===== config.mk =====
export PLATFORM = sky130hd
export DESIGN_NAME = masked_gf_mul_pipe
export DESIGN_NICKNAME = d
export VERILOG_FILES = /design/src/rtl/masked_gf_mul_pipe.sv
export SDC_FILE = /design/constraint.sdc
export NUM_CORES = 1
export LEC_CHECK = 0
export ABC_AREA = 1
export CAP_MARGIN = 20
export CORE_MARGIN = 2
export CORE_UTILIZATION = 52
export CTS_CLUSTER_DIAMETER = 200
export DETAILED_ROUTE_END_ITERATION = 8
export PLACE_DENSITY = 0.79
export SYNTH_ARGS = -nofsm -noshare
export SYNTH_HDL_FRONTEND = slang
export SYNTH_SLANG_ARGS = --single-unit

===== constraint.sdc =====
create_clock -name clk -period 1.4 [get_ports clk]
set_input_delay 0.35 -clock clk [delete_from_list [all_inputs] [get_ports clk]]
set_output_delay 0.35 -clock clk [all_outputs]
set_load 0.005 [all_outputs]

===== src/rtl/masked_gf_mul_pipe.sv =====
// masked_gf_mul_pipe: two-share, first-order masked GF(2^W) multiplier,
// LANES independent lanes, two-stage valid/ready pipeline with
// randomness-availability gating and a saturating starvation counter.
// Optional build macro MASK_FLUSH_EN: a stage that drops to a bubble zeroes
// its data registers, so c0/c1 read 0 whenever out_valid is low.
module masked_gf_mul_pipe #(
  parameter int unsigned W     = 4,
  parameter logic [8:0]  POLY  = 9'h013,
  parameter int unsigned LANES = 4,
  parameter int unsigned CNT_W = 16
) (
  input  logic                   clk,
  input  logic                   rst_n,
  input  logic                   in_valid,
  output logic                   in_ready,
  input  logic [LANES*W-1:0]     a0,
  input  logic [LANES*W-1:0]     a1,
  input  logic [LANES*W-1:0]     b0,
  input  logic [LANES*W-1:0]     b1,
  input  logic [LANES*2*W-1:0]   rnd,
  input  logic                   rnd_valid,
  output logic                   out_valid,
  input  logic                   out_ready,
  output logic [LANES*W-1:0]     c0,
  output logic [LANES*W-1:0]     c1,
  output logic [CNT_W-1:0]       starve_cnt
);

  localparam int unsigned DW = LANES * W;

  // Polynomial-basis product reduced by POLY (shift-and-add, reduce per shift)
  function automatic logic [W-1:0] gmul(input logic [W-1:0] x, input logic [W-1:0] y);
    logic [W-1:0] acc;
    logic [W-1:0] sh;
    acc = '0;
    sh  = x;
    for (int unsigned i = 0; i < W; i++) begin
      if (y[i]) acc = acc ^ sh;
      sh = sh[W-1] ? (W'(sh << 1) ^ POLY[W-1:0]) : W'(sh << 1);
    end
    return acc;
  endfunction

  logic          v1, v2;
  logic [DW-1:0] a_q0, a_q1, rb_q0, rb_q1, i_q0, i_q1;
  logic [DW-1:0] rb_d0, rb_d1, i_d0, i_d1, c_d0, c_d1;
  logic          adv1_c, adv2_c, accept_c;

  // Handshake: a stage advances when it is empty or its successor advances
  assign adv2_c   = !v2 || out_ready;
  assign adv1_c   = !v1 || adv2_c;
  assign in_ready = adv1_c && rnd_valid;
  assign accept_c = in_valid && in_ready;
  assign out_valid = v2;

  // Per-lane datapath; cross-share operands are always r-masked before use
  for (genvar k = 0; k < LANES; k++) begin : g_lane
    logic [W-1:0] r, z;
    assign r = rnd[k*2*W +: W];
    assign z = rnd[k*2*W+W +: W];
    assign rb_d0[k*W +: W] = b1[k*W +: W] ^ r;
    assign rb_d1[k*W +: W] = b0[k*W +: W] ^ r;
    assign i_d0[k*W +: W]  = gmul(a0[k*W +: W], b0[k*W +: W] ^ r) ^ z;
    assign i_d1[k*W +: W]  = gmul(a1[k*W +: W], b1[k*W +: W] ^ r) ^ z;
    assign c_d0[k*W +: W]  = gmul(a_q0[k*W +: W], rb_q0[k*W +: W]) ^ i_q0[k*W +: W];
    assign c_d1[k*W +: W]  = gmul(a_q1[k*W +: W], rb_q1[k*W +: W]) ^ i_q1[k*W +: W];
  end

  // Stage 1: register operand shares, refreshed cross shares, inner products
  always_ff @(posedge clk or negedge rst_n) begin
    if (!rst_n) begin
      v1    <= 1'b0;
      a_q0  <= '0;
      a_q1  <= '0;
      rb_q0 <= '0;
      rb_q1 <= '0;
      i_q0  <= '0;
      i_q1  <= '0;
    end else if (adv1_c) begin
      v1 <= accept_c;
      if (accept_c) begin
        a_q0  <= a0;
        a_q1  <= a1;
        rb_q0 <= rb_d0;
        rb_q1 <= rb_d1;
        i_q0  <= i_d0;
        i_q1  <= i_d1;
      end
`ifdef MASK_FLUSH_EN
      else begin
        a_q0  <= '0;
        a_q1  <= '0;
        rb_q0 <= '0;
        rb_q1 <= '0;
        i_q0  <= '0;
        i_q1  <= '0;
      end
`endif
    end
  end

  // Stage 2: finish cross-domain products and register output shares
  always_ff @(posedge clk or negedge rst_n) begin
    if (!rst_n) begin
      v2 <= 1'b0;
      c0 <= '0;
      c1 <= '0;
    end else if (adv2_c) begin
      v2 <= v1;
      if (v1) begin
        c0 <= c_d0;
        c1 <= c_d1;
      end
`ifdef MASK_FLUSH_EN
      else begin
        c0 <= '0;
        c1 <= '0;
      end
`endif
    end
  end

  // Count cycles where only missing randomness blocks an otherwise-possible accept
  always_ff @(posedge clk or negedge rst_n) begin
    if (!rst_n) begin
      starve_cnt <= '0;
    end else if (in_valid && adv1_c && !rnd_valid && (starve_cnt != {CNT_W{1'b1}})) begin
      starve_cnt <= starve_cnt + CNT_W'(1);
    end
  end

endmodule


# Word-level counts from Yosys, hierarchy flattened
# Index checks and enable logic that the tools add are counted.
word_totals:
  input_bits: 101
  register_bits: 146
  output_inout_bits: 50
classes:
  mux: 112
  eq_ne: 1
  add_sub_neg: 1
  n_bitwise: 120
  reduce_logical: 12
op_table:
  columns: ["cell", "n"]
  rows:
  - ["$xor 4x4->4", 72]
  - ["$mux 4", 64]
  - ["$mux 2", 48]
  - ["$not 2->2", 48]
  - ["$add 16x1->16 const B", 1]
  - ["$ne 16x16->1 const B", 1]
  - ["$logic_and 1x1->1", 5]
  - ["$reduce_and 2->1", 2]
  - ["$logic_not 1->1", 3]
  - ["$logic_or 1x1->1", 2]

# Longest topological paths before layout
# Gate-level depths: netlist of the first run.
depth:
  word_depth: 9
  depth_mapped: 12
  depth_no_buf: 12

# Least setup slack after synthesis of the first run
# OpenSTA, ideal clock, no wires.
synth_timing:
  path_kind: "reg2reg"
  startpoint: "register starve_cnt[1]"
  endpoint: "register starve_cnt[1]"
  slack_ns: -0.091
  arrival_ns: 1.366
  setup_time_ns: 0.125
  required_time_ns: 1.275
  stages_incl_launch_ff: 8
  synth_period_minus_slack_ns: 1.491
  path_cell_list: "dfrtp_1 > ha_1 > nand3_2 > nor2_4 > nand3_4 > nand2_2 > buf_6 > mux2_4"
synth_between:
  elab_chain_len: 2
  elab_cells_between_ends: 3
  cone_classes: "add/sub (1); eq/ne (1); reduce/logical (1)"
synth_lines:
  columns: ["item", "line", "text"]
  rows:
  - ["start, declared", "26", "output logic [CNT_W-1:0] starve_cnt"]
  - ["start signal, assigned", "128", "starve_cnt <= starve_cnt + CNT_W'(1);"]
  - ["parallel branches: the longest is 2 deep, another holds $add 16x1->16", null, null]
# Parallel ways; which one is timed is not known.
# A chain may end at the register's enable or synchronous reset.

# Worst setup path after layout of the first run
layout_timing:
  startpoint: "register a_q0[0]"
  endpoint: "register c0[2]"
layout_between:
  elab_chain_len: 7
layout_lines:
  columns: ["item", "line", "text"]
  rows:
  - ["start, declared", "45", "logic [DW-1:0] a_q0, a_q1, rb_q0, rb_q1, i_q0, i_q1;"]
  - ["start signal, assigned", "73", "a_q0 <= '0;"]
  - ["start signal, assigned", "82", "a_q0 <= a0;"]
  - ["$not 2->2 (no line)", null, null]
  - ["$mux 2 *", "39", "sh = sh[W-1] ? (W'(sh << 1) ^ POLY[W-1:0]) : W'(sh << 1);"]
  - ["$xor 4x4->4 *", "38", "if (y[i]) acc = acc ^ sh;"]
  - ["$mux 4 *", "38", null]
  - ["$xor 4x4->4", "38", null]
  - ["$mux 4 *", "38", null]
  - ["$xor 4x4->4 *", "65", "assign c_d0[k*W +: W] = gmul(a_q0[k*W +: W], rb_q0[k*W +: W]) ^ i_q0[k*W +: W];"]
  - ["end signal, assigned", "106", "c0 <= '0;"]
  - ["end signal, assigned", "111", "c0 <= c_d0;"]
  - ["end, declared", "24", "output logic [LANES*W-1:0] c0,"]
# Mark *: on every way between the ends. The rest lies on a longest branch, timed or not.

==> results of run 1 <==
[cells in the mapped netlist (all sizes together)]
cell	number	share of area
buf	22	0.012
a21oi	4	0.0017
and2	1	0.00052
nand3b	12	0.0075
xnor2	60	0.044
ha	1	0.0010
or2	12	0.0063
nand2b	11	0.0058
nand3	249	0.11
nor2	85	0.028
nand2	930	0.29
xor2	53	0.039
mux2	1	0.0013
o21ai	87	0.036
clkbuf	12	0.0039
nor3	6	0.0056
nand4	25	0.013
and3	3	0.0016
inv	281	0.088
dfrtp	146	0.31
[logic make-up (layout without fill, tap and decap cells)]
logic type,count (synthesis),after routing
flip-flops,146,146
multiplexers,1,1
XOR/XNOR,113,113
adder cells (fa/ha/maj),1,1
AO/OA/AOI/OAI,91,91
AND/OR/NAND/NOR,1334,1334
buffers and inverters,315,687
[through the flow]
stage	hold slack, ns	power [mW]	utilization	instance area [um^2]
2_1_floorplan	0.0544	10.1	-	11900
3_3_place_gp	0.271	12.8	0.655	14800
3_5_place_dp	0.273	13.1	0.655	14800
4_1_cts	0.391	17.9	0.701	15800
5_1_grt	0.405	20.8	0.787	17800
6_report	0.394	19.6	0.787	17800
[final timing paths]
path,start,end,slack (ns),depth (start not counted)
worst max-delay path,a_q0[0],c0[2],-0.14,9
worst min-delay path,rst_n,c0[1],0.39,2
worst max register to register,a_q0[0],c0[2],-0.14,9
worst min register to register,c0[1],c0[1],0.48,2
max in group asynchronous,rst_n,a_q1[2],0.44,3
min in group clk,a0[4],a_q0[4],0.40,4
[layout make-up]
type,count,share of cell area
tap,285,0.0201
inverter,281,0.0595
clock buffer,19,0.0244
sequential,146,0.208
multi-input combinational,1540,0.481
timing repair buffer,374,0.199
clock inverter,13,0.00853
[power by group]
part           leakage (nW)  internal [mW]  total [mW]  switching, mW
sequential             1.77           5.24        6.33           1.09
combinational          8.04           3.98        8.59           4.61
clock                 0.283           2.66        4.66           2.00
total                  10.1           11.9        19.6           7.71
[metal layers]
layer / vias up / GRT usage / wire length, um
met5: - / 0 / 0
met3: 154 / 0.0423 / 2330
met2: 620 / 0.497 / 20500
met1: 6738 / 0.341 / 15700
met4: 0 / 0.0974 / 1490
li1: 6891 / - / -
[worst max-delay path, cell delays in order, from the launching register on]
cell and delay (ns):
dfrtp_1 0.44, inv_2 0.08, nand2_2 0.12, nand2_2 0.09, buf_4 0.15, nor2_4 0.08, xor2_1 0.22, nand2_1 0.11
nand3_1 0.09, nand2_1 0.06
[timing repair]
| item | in CTS | in global routing |
|---|---|---|
| resized for setup | 190 | 534 |
| endpoints found under the hold margin | 27 | 0 |
| hold buffers | 1 | 0 |
| setup endpoints to repair | 79 | 169 |
| pin swaps | 9 | 86 |
| setup buffers | 42 | 29 |
| cloned | 1 | 10 |
==> reports/metrics.csv, run 1 <==
stage,metric,value,unit
clocking,maximum root-to-sink buffer count,2,
die,DIE WIDTH,156,um
synth,"arithmetic-cell share of the synthesized area counting full adders, half adders and majority gates",0.00105,
synth,"share of synthesized cell area in and, or, nand and nor gates",0.467,
placed_design,Cell Count Post-Placement,2544,
cells_and_area,sequential cell area in the final layout,0.00369,mm^2
clocking,deepest level of the CTS H-tree,4,
synth,Netlist cell types,31,
cells_and_area,final cell count without fillers,2658,
die,Placeable Area,0.0226,mm^2
run_status,violated checks,negative setup slack,
clocking,clk slew on worst S/H paths,0.06,ns
grt,vias in the first global route,12600,
run,number of max-cap violations,0,
synth,largest family of logic cells by synthesized area,simple AND/OR/NAND/NOR gates,
cells_and_area,layout cell share with drive strength beyond 1,0.298,
placed_design,post-place setup slack,-0.533,ns
grt,maximum number of pins on one net before global-route repair,43,
power,Lkg Pwr,10.1,nW
synth,Synth Area per Inst,5.97,um^2
worst_setup_path,CP arrival,1.87,ns
cells_and_area,Nets,2462,
grt,wire length of the first global-routing pass,55.8,mm
synth,xor/xnor cell area share of the yosys netlist,0.0829,
die,starting density of the core,0.529,
clocking,clock root buffer master,clkbuf_16,
timing,worst slew margin relative to its limit,0.728,
routing,routed length per placed instance,15.0,um
timing,setup repair after global routing missed its margin,yes,
worst_setup_path,crit path capture type,flip-flop,
timing,final worst clock skew,0.0119,ns
synth,net count after synthesis,2103,
synth,Mapped Cells,2001,
power,maximum ir drop on the vdd rail,909,uV
synth,number of warnings printed during yosys synthesis,0,
synth,combined area of all synthesized cells,0.0119,mm^2
synth,sequential element share of the synthesized area,0.306,
cells_and_area,"commonest non-fill, non-tap cell in the layout",nand2_1,
routing,Detailed Route WL,40.0,mm
clocking,number of clock buffers inserted by TritonCTS,17,
cells_and_area,area added between synthesis and finish,48.7,%
synth,post-synthesis compound-gate area fraction,0.0381,
timing,FMAX,0.647,GHz
cells_and_area,combined area of the multi-input logic cells,0.00854,mm^2
cells_and_area,count of fill cells added during filler insertion,1484,
placed_design,detailed placer's ending HPWL,24.7,mm
clocking,clock tree from TritonCTS,yes,
run_status,outcome,finished with violations,
synth,post-synthesis mux area share,0.00126,
cells_and_area,number of inserted diodes,0,
worst_setup_path,Startpoint Class,flip-flop,
timing,share of the clock period used by the worst path,1.10,
synth,#FFs+latches synth,146,
worst_setup_path,largest fanout on the critical path,4,
grt,GRT overflow,0,
die,die outline area,0.0242,mm^2
routing,number of vias after detailed routing,14400,
routing,ANT nets after route,0,
timing,final hold violation count,0,
routing,via-per-instance ratio,5.42,
timing,"Worst Setup Slack, final",-0.145,ns
worst_hold_path,path class of the lowest-slack min-delay path,in -> async,
worst_setup_path,type of the setup path with the least slack,reg -> reg,
power,PD cells,1100,mW/mm^2
clocking,clock insertion delay at the later pin of the skew report,0.44,ns
placed_design,placer's final routability congestion estimate,0.919,
grt,initial antenna violation count,0,
clocking,TritonCTS Sinks,146,
timing,final worst path period need,1.54,ns
routing,initial DRC count,1226,
placed_design,input/output buffers,150,
routing,total DRC errors in the routed layout,0,
die,num rows,55,
timing,number of pins with negative max-slew slack in the final report,0,
grt,global-route usage over all layers,0.278,
routing,count of TritonRoute iterations in the first routing pass,8,
timing,# setup viols final,38,
cells_and_area,"leading cell types in the layout, fill and taps excluded","nand2_1, inv_1, nand3_1",
worst_setup_path,endpoint required time on the critical path,1.72,ns
timing,transition time of the tightest slew-check pin,0.407,ns
die,overall die height,156,um
timing,Post-Route Setup TNS,-1.85,ns
die,number of I/O pins,151,
No activity file was read; power rests on OpenSTA's default activity.
==> inputs of run 2 (changes only) <==
--- a/config.mk
+++ b/config.mk
@@ -11,6 +11,7 @@
 export CORE_UTILIZATION = 52
 export CTS_CLUSTER_DIAMETER = 200
 export DETAILED_ROUTE_END_ITERATION = 8
+export HOLD_SLACK_MARGIN = 0.02
 export PLACE_DENSITY = 0.79
 export SYNTH_ARGS = -nofsm -noshare
 export SYNTH_HDL_FRONTEND = slang
==> results of run 2 <==
Same layout as run 1: the final DEF is identical, and so are final timing and power.
